$ cat config.mk
export PLATFORM = sky130hd
export DESIGN_NAME = voice_allocator
export DESIGN_NICKNAME = d
export VERILOG_FILES = /design/src/rtl/voice_allocator.sv
export SDC_FILE = /design/constraint.sdc
export NUM_CORES = 1
export LEC_CHECK = 0
export CAP_MARGIN = 10
export CORE_ASPECT_RATIO = 1.5
export CORE_MARGIN = 10
export CORE_UTILIZATION = 55
export DETAILED_ROUTE_END_ITERATION = 7
export HOLD_SLACK_MARGIN = 0.1
export PLACE_DENSITY = 0.79
export SETUP_SLACK_MARGIN = 0.05
export SLEW_MARGIN = 20
export SYNTH_ARGS = -nofsm -noshare
export SYNTH_HDL_FRONTEND = slang
export SYNTH_SLANG_ARGS = --single-unit
$ cat constraint.sdc
create_clock -name Clk -period 7.4 [get_ports Clk]
set_clock_uncertainty 0.1 [all_clocks]
set_input_delay 0.74 -clock Clk [delete_from_list [all_inputs] [get_ports Clk]]
set_output_delay 0.74 -clock Clk [all_outputs]
set_load 0.05 [all_outputs]
$ cat src/rtl/voice_allocator.sv
// voice_allocator
//   Polyphonic note scheduler. Accepts note-on/note-off events over a
//   valid/ready handshake, maps each note onto one of NUM_VOICES voices,
//   drives per-voice frequency codes and gates, and steals the
//   least-recently-allocated voice when every voice is held.
//
// Ports
//   Clk          system clock
//   Reset        synchronous, active-high reset
//   ev_valid     event present
//   ev_ready     allocator can accept an event (FSM idle)
//   ev_on        1 = note-on, 0 = note-off
//   ev_note      note code
//   all_off      panic: release all voices, abort any pending event
//   key_on       per-voice gate, bit v drives voice v
//   freq         packed note codes, voice v uses [v*NOTE_W +: NOTE_W]
//   steal_pulse  one-cycle strobe when a steal starts
//   busy         ~ev_ready
module voice_allocator #(
  parameter int NUM_VOICES = 8,
  parameter int NOTE_W     = 7,
  parameter int STEAL_GAP  = 4
) (
  input  logic                         Clk,
  input  logic                         Reset,
  input  logic                         ev_valid,
  output logic                         ev_ready,
  input  logic                         ev_on,
  input  logic [NOTE_W-1:0]            ev_note,
  input  logic                         all_off,
  output logic [NUM_VOICES-1:0]        key_on,
  output logic [NUM_VOICES*NOTE_W-1:0] freq,
  output logic                         steal_pulse,
  output logic                         busy
);

  localparam int RW = $clog2(NUM_VOICES);
  localparam int CW = (STEAL_GAP > 1) ? $clog2(STEAL_GAP) : 1;

  typedef enum logic [1:0] {IDLE, DECIDE, GAP} state_t;

  state_t              r_state;
  logic                r_on;
  logic [NOTE_W-1:0]   r_note;
  logic [NUM_VOICES-1:0] r_key_on;
  logic [NOTE_W-1:0]   r_freq [NUM_VOICES];
  logic [RW-1:0]       r_rank [NUM_VOICES];
  logic [RW-1:0]       r_victim;
  logic [CW-1:0]       r_cnt;
  logic                r_steal;

  logic                w_match_hit;
  logic [RW-1:0]       w_match_idx;
  logic                w_free_hit;
  logic [RW-1:0]       w_free_idx;
  logic [RW-1:0]       w_lru_idx;
  logic [RW-1:0]       w_touch_idx;
  logic [RW-1:0]       w_rank_next [NUM_VOICES];

  assign ev_ready    = (r_state == IDLE);
  assign busy        = ~ev_ready;
  assign key_on      = r_key_on;
  assign steal_pulse = r_steal;

  always_comb begin
    freq = '0;
    for (int unsigned v = 0; v < NUM_VOICES; v++) begin
      freq[v*NOTE_W +: NOTE_W] = r_freq[v];
    end
  end

  // Priority searches: lowest-index held match, lowest-index free voice,
  // and the voice holding the oldest rank.
  always_comb begin
    w_match_hit = 1'b0;
    w_match_idx = '0;
    w_free_hit  = 1'b0;
    w_free_idx  = '0;
    w_lru_idx   = '0;
    for (int unsigned v = 0; v < NUM_VOICES; v++) begin
      if (!w_match_hit && r_key_on[v] && (r_freq[v] == r_note)) begin
        w_match_hit = 1'b1;
        w_match_idx = RW'(v);
      end
      if (!w_free_hit && !r_key_on[v]) begin
        w_free_hit = 1'b1;
        w_free_idx = RW'(v);
      end
      if (r_rank[v] == RW'(NUM_VOICES - 1)) begin
        w_lru_idx = RW'(v);
      end
    end
  end

  // Rank update for whichever voice the current state would touch; only
  // committed when the FSM actually allocates or retriggers.
  always_comb begin
    if (r_state == GAP)  w_touch_idx = r_victim;
    else if (w_match_hit) w_touch_idx = w_match_idx;
    else                  w_touch_idx = w_free_idx;
    for (int unsigned v = 0; v < NUM_VOICES; v++) begin
      if (RW'(v) == w_touch_idx)
        w_rank_next[v] = '0;
      else if (r_rank[v] < r_rank[w_touch_idx])
        w_rank_next[v] = r_rank[v] + 1'b1;
      else
        w_rank_next[v] = r_rank[v];
    end
  end

  always_ff @(posedge Clk) begin
    if (Reset) begin
      r_state  <= IDLE;
      r_on     <= 1'b0;
      r_note   <= '0;
      r_key_on <= '0;
      r_victim <= '0;
      r_cnt    <= '0;
      r_steal  <= 1'b0;
      for (int unsigned v = 0; v < NUM_VOICES; v++) begin
        r_freq[v] <= '0;
        r_rank[v] <= RW'(v);
      end
    end else begin
      r_steal <= 1'b0;
      if (all_off) begin
        // Panic wins over any FSM action; freq and ranks are kept.
        r_key_on <= '0;
        r_state  <= IDLE;
      end else begin
        case (r_state)
          IDLE: begin
            if (ev_valid) begin
              r_on    <= ev_on;
              r_note  <= ev_note;
              r_state <= DECIDE;
            end
          end
          DECIDE: begin
            r_state <= IDLE;
            if (!r_on) begin
              if (w_match_hit) r_key_on[w_match_idx] <= 1'b0;
            end else if (w_match_hit) begin
              r_rank <= w_rank_next;
            end else if (w_free_hit) begin
              r_freq[w_free_idx]   <= r_note;
              r_key_on[w_free_idx] <= 1'b1;
              r_rank               <= w_rank_next;
            end else begin
              r_key_on[w_lru_idx] <= 1'b0;
              r_victim            <= w_lru_idx;
              r_steal             <= 1'b1;
              r_cnt               <= CW'(STEAL_GAP - 1);
              r_state             <= GAP;
            end
          end
          GAP: begin
            if (r_cnt == '0) begin
              r_freq[r_victim]   <= r_note;
              r_key_on[r_victim] <= 1'b1;
              r_rank             <= w_rank_next;
              r_state            <= IDLE;
            end else begin
              r_cnt <= r_cnt - 1'b1;
            end
          end
          default: r_state <= IDLE;
        endcase
      end
    end
  end

endmodule

Yosys cells after proc, flatten, opt, wreduce, memory -nomap -nowiden
Memories as Yosys holds them, arrays and structs flattened.
Index checks and enable logic that the tools add are counted.
Storage, ports and cells
  register bits after elaboration: 48
  word-level logic and storage cells: 257
  RAM bits: 56
  memories: 1
  output and inout port bits: 67
  input port bits: 12
Memories
  r_freq: depth 8, width 7, rd ports 8, clocked after memory_dff 0, wr ports 8, RTL line 46  | logic [NOTE_W-1:0] r_freq [NUM_VOICES];
Cells by class
  eq/ne operators: 33
  multiplexer cells: 109
  $add $sub $neg: 9
  reduce and logical (&&, ||, !) cells: 60
  order comparisons: 17
  bitwise logic cells: 13
Operator list (number)
  2-to-1 mux 3 bit: 40
  2-to-1 mux 24 bit: 4
  == test 7 bit: 8
  one-hot mux 24 bit (2 select lines): 1
  2-to-1 mux 1 bit: 40
  2-to-1 mux 8 bit: 5
  logical AND 1 bit: 26
  adder 3 x 1 -> 3 bit, second input constant: 8
  < comparator 3 bit: 8
  == test 3 bit, second input constant: 7
  logical NOT 1 bit: 20
  2-to-1 mux 2 bit: 9
  AND 8 bit: 2
  < comparator 3 x 4 -> 1 bit, second input constant: 4
  NOT 8 bit: 2
  OR 8 bit: 2
  one-hot mux 8 bit (2 select lines): 1
  2-to-1 mux 7 bit: 2
  OR reduction 7 bit: 2
  demux 1 bit (select 3 bit): 4
  == test 3 bit, first input constant: 4
  >= comparator 3 x 1 -> 1 bit, second input constant: 4
  != test 2 bit, second input constant: 5
  AND reduction 5 bit: 2
  22 further kinds: 31

Logic depth before layout (Yosys ltp)
An unclocked memory read counts as a cell.
  depth after elaboration: 45
  mapped depth: 18
  depth with buffers taken out: 14

Worst setup path after synthesis
Ideal clock, no wire load.
  kind: reg-to-reg
  start: memory r_freq[1][5]
  end: register r_rank[18] (netlist bit)
  setup time: 120 ps
  setup slack: 2659 ps
  buffers on the path: 3
  period minus slack after synthesis: 4741 ps
  cell stages (with the launch flop): 18
  arrival time: 4522 ps
  required time: 7180 ps
  cell sequence: edfxtp_1 -> xor2_1 -> nor2_1 -> and4_1 -> buf_2 -> or4_4 -> buf_6 -> o41ai_4 -> a21o_1 -> buf_2 -> mux2i_1 -> nand2_1 -> a31oi_1 -> ha_1 -> and3_1 -> a221o_1 -> or2_1 -> a211o_1
RTL lines
  start, declared: RTL line 46
  end signal, assigned by index: RTL line 122  | r_rank[v] <= RW'(v);
  end signal, assigned: RTL line 144  | r_rank <= w_rank_next;
  end signal, assigned: RTL line 148  | r_rank <= w_rank_next;
  end, declared: RTL line 47  | logic [RW-1:0] r_rank [NUM_VOICES];

Worst setup path after layout
  start: register r_note[0]
  end: register r_rank[18] (netlist bit)
On the way
  longest elaborated chain between the ends: 44
  elaborated cells on any way between the ends: 62
  those cells by class: order compare: 1; eq/ne: 10; mux: 27; bitwise: 1; reduce/logical: 23
Ends and longest elaborated chain
  start, declared: RTL line 44  | logic [NOTE_W-1:0] r_note;
  start signal, assigned: RTL line 135  | r_note <= ev_note;
  == test 7 bit: RTL line 81  | if (!w_match_hit && r_key_on[v] && (r_freq[v] == r_note)) begin
  logical AND 1 bit: RTL line 81
  2-to-1 mux 1 bit: RTL line 81
  logical NOT 1 bit: RTL line 81
  logical AND 1 bit (2 in series): RTL line 81
  2-to-1 mux 1 bit: RTL line 81
  logical NOT 1 bit: RTL line 81
  logical AND 1 bit (2 in series): RTL line 81
  [25 not listed]
  2-to-1 mux 3 bit (not written as such) (2 in series): RTL line 104  | else if (r_rank[v] < r_rank[w_touch_idx])
  < comparator 3 bit: RTL line 104
  2-to-1 mux 3 bit: RTL line 104
  2-to-1 mux 3 bit: RTL line 102  | if (RW'(v) == w_touch_idx)
  2-to-1 mux 24 bit: RTL line 145  | end else if (w_free_hit) begin
  2-to-1 mux 24 bit: RTL line 143  | end else if (w_match_hit) begin
  2-to-1 mux 24 bit: RTL line 141  | if (!r_on) begin
  one-hot mux 24 bit (2 select lines): RTL line 131  | case (r_state)
  end signal, assigned: RTL line 144
  end signal, assigned: RTL line 148
  end signal, assigned: RTL line 161  | r_rank <= w_rank_next;
Several ways; a longest one is shown, not always the timed one. The select of a mux whose other input is x is not followed.
A chain may end at the register's enable or synchronous reset.

==> impl_results.md <==
* Syn_area_per_cell at 9.37 sq um
* Setup Crit Path Kind: flip-flop to flip-flop
* Port bufs at 78
* Critical Path Slowest Stage Cell: dfxtp_1
* RSZ-0062 raised after global routing: false
* Setup crit start: r_note[0]
* Routability congestion estimate at 0.966
* Worst Setup End Kind: flip-flop
* # setup viols final at 0
* Layout area overhead at 16.2%
* Number of I/O pins at 79
* Worst slack at placement at 1970 ps
* Ant diodes at 0
* Rel. slew slack at 34.8%
* Fin cells at about 920
* Mean routed wirelength per cell at 21.0 microns
* CP Cell Sequence: xor2_1 -> nor4_1 -> nand4_1 -> nor2b_1 -> o31ai_1 -> a21o_1 -> mux2i_1 -> nand2_1 -> a31oi_1 -> ha_1 -> and3_1 -> a221o_1 -> or2_1 -> a211o_1
* TritonCTS clock tree: built
* Final Hold Vio Count at 0
* Final period util at 75.4%
* Min-delay worst type: flip-flop to flip-flop
* Inst Count DP at 907
* CP Max Fanout at 17
* CTS sink cnt at roughly 100
* Synth warn at 0
* Gr ovfl total at 0
* Leak pwr at 2.87 nW
* Total track usage at 22.8%
* Detail Route Antenna Nets at 0
* Die H at 155 microns
* Fmax at 0.179 GHz
* Syn Inst Count at roughly 700
* Share of the synthesized area in the top cell type at between 20 and 30%
* Drt pass-1 iters at 8
* Crit path required time at 7550 ps
* Post-CTS setup buffers at 0
* Synth area leaders: edfxtp_1, dfxtp_1, and2_1
* CTS Root Cell: clkbuf_16
* Post-CTS Resized at 0
* CTS Buffer Depth at 2
* Number of flops mapped to enable cells by yosys at 56
* IR drop worst, VDD at 115 uV
* Number of global-route vias before repair at 5,852
* FF-to-FF Start: r_note[0]
* Sum of negative setup slack at 0 ps
* CTS H-Tree Depth at 3
* HP Start: r_rank[10]
* Worst path bufs/invs at 0
* Top_reg_cell synth: edfxtp_1
* Width of the die at 110 microns
* FP Rows at 49
* Async SR Flop Fraction at 0%
* Routed vias/inst at between 6 and 7
* DR vias at roughly 5,900
* Min Tclk post-route at 5580 ps
* First-pass GRT wire length at 30,700 microns
* Iteration-0 DRC Markers at 573
* Commonest cells in the netlist: nor2_1, and2_1, edfxtp_1, dfxtp_1, nand2_1
* Yosys cell types at 70
* Crit start category: flip-flop
* Leading area contributor after synthesis: edfxtp_1
* Clock Latency Late Sink at 360 ps
* Reg clk slew, reported paths at 80 ps
* Post-Route WL at 19,400 microns
* Die area at 17,000 sq um
* Hpwl dp at 14,300 microns
* Max incr delay on CP at ~830 ps
* Initial antenna violation count at 0
* Sequential area share after synthesis at 39.6%
* Top delay family on crit path: compound AO/OA/AOI/OAI gates
* Cts bufs inserted at 9
* Placeable Area at 12,000 sq um
* Starting Density at 55.8%
* Count of pins over their slew limit at 0
* Cell area after synthesis at 6670 sq um
* Final net count at approximately 800
* Worst Setup Slack, final at 1820 ps
* Max-cap viol count at 0
* Worst Path Arrival at approximately 5700 ps
* Worst slew pin tran at 967 ps
* Post-route DRC violation count at 0
* Power per cell area at approximately 170 nW/um^2
* Largest net degree at the start of global routing at 37
* Status: finished clean
* Layout cell share with drive strength beyond 1 at under 10%
* Most frequent cell after synthesis: nor2_1
* Hold buffers post-CTS at 0
* FF+latch count, synth at 104
* Syn nets at 751
## sequential cells by signal, indices dropped and copies added, names as in the netlist
| register | count |
|---|---|
| key_on | 8 |
| r_cnt | 2 |
| r_freq | 56 |
| r_note | 7 |
| r_on | 1 |
| r_rank | 24 |
| r_state | 2 |
| r_victim | 3 |
| steal_pulse | 1 |
## cell type report
class | instances | area [sq um]
multi-input combinational | 546 | 3740
inverter | 24 | 90.1
tap | 153 | 191
clock inverter | 7 | 66.3
fill | 973 | 4210
sequential | 104 | 2640
clock buffer | 9 | 225
timing repair buffer | 80 | 796
## worst register-to-register path, stage by stage (launching register included)
cell and delay [ps]:
dfxtp_1 830, xor2_1 150, nor4_1 310, nand4_1 310, nor2b_1 260, o31ai_1 630, a21o_1 430, mux2i_1 250
nand2_1 70, a31oi_1 680, ha_1 370, and3_1 170, a221o_1 340, or2_1 280, a211o_1 300
## final timing paths
kind | endpoint | slack (ps) | depth (start not counted)
worst max-delay path | r_rank[18] | 1820 | 14
worst min-delay path | r_rank[10] | 400 | 2
worst max register to register | r_rank[18] | 1820 | 14
worst min register to register | r_rank[10] | 400 | 2
## routing by layer
metal | part of all wire [%] | routed length, microns | vias to the layer above | track usage (%)
li1 | - | - | 2699 | -
met1 | 37 | 7150 | 2839 | 25.8
met2 | 50 | 9770 | 303 | 37.9
met3 | 8.5 | 1640 | 67 | 5.87
met4 | 4.3 | 843 | 0 | 11.9
met5 | 0 | 0 | - | 0
## stage by stage
step,utilization (%),area [sq um],power (mW),hold slack [ps]
global route,64.8,7750,1.31,422
finish,64.8,7750,1.28,400
detailed placement,62.4,7460,0.814,389
global placement,62.4,7460,0.811,367
floorplan,-,6670,0.765,355
CTS,64.8,7750,1.28,399
## cell families (layout without fill, tap and decap cells)
logic type                 count (synthesis)  count (layout)  share of synthesized area [%]
and+or+nand+nor                          285             285                           22.1
AOI/OAI and AO/OA                        141             141                           15.8
DFF                                      104             104                           39.6
buffers and inverters                     62             120                           4.35
xor gates and xnor gates                  57              57                           7.49
muxes                                     36              36                           5.61
adders and majority gates                 27              27                           5.07
## cells in the final DEF, fill, tap and decap left out, drive strengths merged, types with 17 or more instances in the layout
cell / synthesis / routed
nand3: 25 / 25
nand2: 48 / 48
xnor2: 33 / 33
edfxtp: 56 / 56
xor2: 24 / 24
nor3: 24 / 24
o21ai: 18 / 18
ha: 27 / 27
clkdlybuf4s50: 0 / 78
and2: 60 / 60
inv: 22 / 25
mux2i: 31 / 31
a21oi: 38 / 38
nor2: 67 / 67
dfxtp: 48 / 48
nand4: 17 / 17
## power breakdown
part	internal [mW]	switching (mW)	leakage, nW
Clock	0.236	0.239	0.141
Sequential	0.621	0.0271	0.967
Combinational	0.0581	0.0968	1.76
Note: power is estimated with default switching activity, not from simulation.
==> patch, RTL diff (same settings) <==
Make the reset (`Reset`) asynchronous in one clocked block. Comments in the files are not updated.
--- a/src/rtl/voice_allocator.sv
+++ b/src/rtl/voice_allocator.sv
@@ -108,7 +108,7 @@
     end
   end
 
-  always_ff @(posedge Clk) begin
+  always_ff @(posedge Clk or posedge Reset) begin
     if (Reset) begin
       r_state  <= IDLE;
       r_on     <= 1'b0;
Check against the original RTL: differs if Reset is asserted again (counterexample within 4 cycles, from zero or initial values and one cycle with Reset high); with Reset held inactive, the same outputs for 4 cycles.
==> patch against the original RTL <==
Critical path depth shrank 2. Sequential share of layout area shrank 1.9 points. Sequential cell count is the same. First-iteration DRC count shrank 40%. Routed wire length grew 4.9%. Worst setup slack gained 580 ps. Utilization grew 0.19 points. Final area grew 5.0%. Area after synthesis grew 6.0%. Critical path type unchanged.
Power is not compared: it rests on default switching activity, and its combinational part moved more than twofold at a synthesized area within 25%.
==> patch: results (changes against the original RTL) <==
- Post-DP HPWL: 14.8 mm (was 14.3 mm)
- Count of clock-net buffers in the final layout: 10 (was 9)
- Share of cell area taken by muxes after synthesis: 13.2% (was 5.61%)
- Met2 Routed Length: 10.2 mm (was 9.77 mm)
- Non-Filler Instances: 944 (was 923)
- GR met1 Demand/Resource: 25.7% (was 25.8%)
- Met1 WL: 8.11 mm (was 7.15 mm)
- Total Routing Usage GR: 22.4% (was 22.8%)
- Async set or reset register ratio after synthesis: 100% (was 0%)
- Worst slack at placement: 2500 ps (was 1970 ps)
- Worst hold margin: 399 ps (was 400 ps)
- Cell total after placement: 928 (was 907)
- Core region area: 0.0125 mm^2 (was 0.0120 mm^2)
- Number of nets in the layout: 819 (was 804)
- Depth of the most critical reg-to-reg path: 12 (was 14)
- Drt first pass iters: 5 (was 8)
- Vias in the first global route: 6527 (was 5852)
- Maximum fanout encountered on the critical timing path: 24 (was 17)
- Synth unique cells: 74 (was 70)
- Adder-cell share of the synthesized area: 4.25% (was 5.07%)
- Clock Network Area Fraction: 3.77% (was 3.76%)
- Inverter count: 18 (was 24)
- Global routing met3 resource utilization: 4.82% (was 5.87%)
- Worst R2R End: r_rank[23] (was r_rank[18])
- Leading cell types by total area after synthesis: sky130_fd_sc_hd__dfrtp_1 33%, sky130_fd_sc_hd__mux2_2 11%, sky130_fd_sc_hd__xnor2_1 5.5%, sky130_fd_sc_hd__dfstp_2 4.5%, sky130_fd_sc_hd__ha_1 4.2% (was sky130_fd_sc_hd__edfxtp_1 25%, sky130_fd_sc_hd__dfxtp_1 14%, sky130_fd_sc_hd__and2_1 5.6%, sky130_fd_sc_hd__ha_1 5.1%, sky130_fd_sc_hd__mux2i_1 4.5%)
- Mapped Nets: 778 (was 751)
- Avg Inst Size Synth: 9.53 um^2 (was 9.37 um^2)
- Register cell area after layout: 0.00262 mm^2 (was 0.00264 mm^2)
- Status: completed (unchanged)
- Detailed router's first-iteration violation count: 346 (was 573)
- Multi-input comb cells: 565 (was 546)
- Hold Startpoint: r_rank[11] (was r_rank[10])
- Share of cells above drive strength 1: 16.0% (was 6.10%)
- Synthesized-area fraction occupied by xor and xnor cells: 7.06% (was 7.49%)
- Non-clock buffer count: 85 (was 80)
## patch: changes by cell type after synthesis, moves of 12 or more
cell / change
sky130_fd_sc_hd__dfrtp_1: +92
sky130_fd_sc_hd__mux2_2: +63
sky130_fd_sc_hd__and2_1: -56
sky130_fd_sc_hd__edfxtp_1: -56
sky130_fd_sc_hd__dfxtp_1: -48
sky130_fd_sc_hd__nand2_1: +23
sky130_fd_sc_hd__nor2_1: -23
sky130_fd_sc_hd__mux2i_1: -17
sky130_fd_sc_hd__dfstp_2: +12
## patch: how the worst max path moves through the flow
stage / from / end / slack [ps] / cells past startpoint
2_1_floorplan: key_on[5] / r_rank[23] / 3150 / 16
6_report: r_note[1] / r_rank[23] / 2410 / 12
5_1_grt: r_note[1] / r_rank[23] / 2100 / 12
3_3_place_gp: r_note[1] / r_rank[23] / 2620 / 12
4_1_cts: r_note[1] / r_rank[23] / 2480 / 12
3_5_place_dp: r_note[1] / r_rank[23] / 2500 / 12
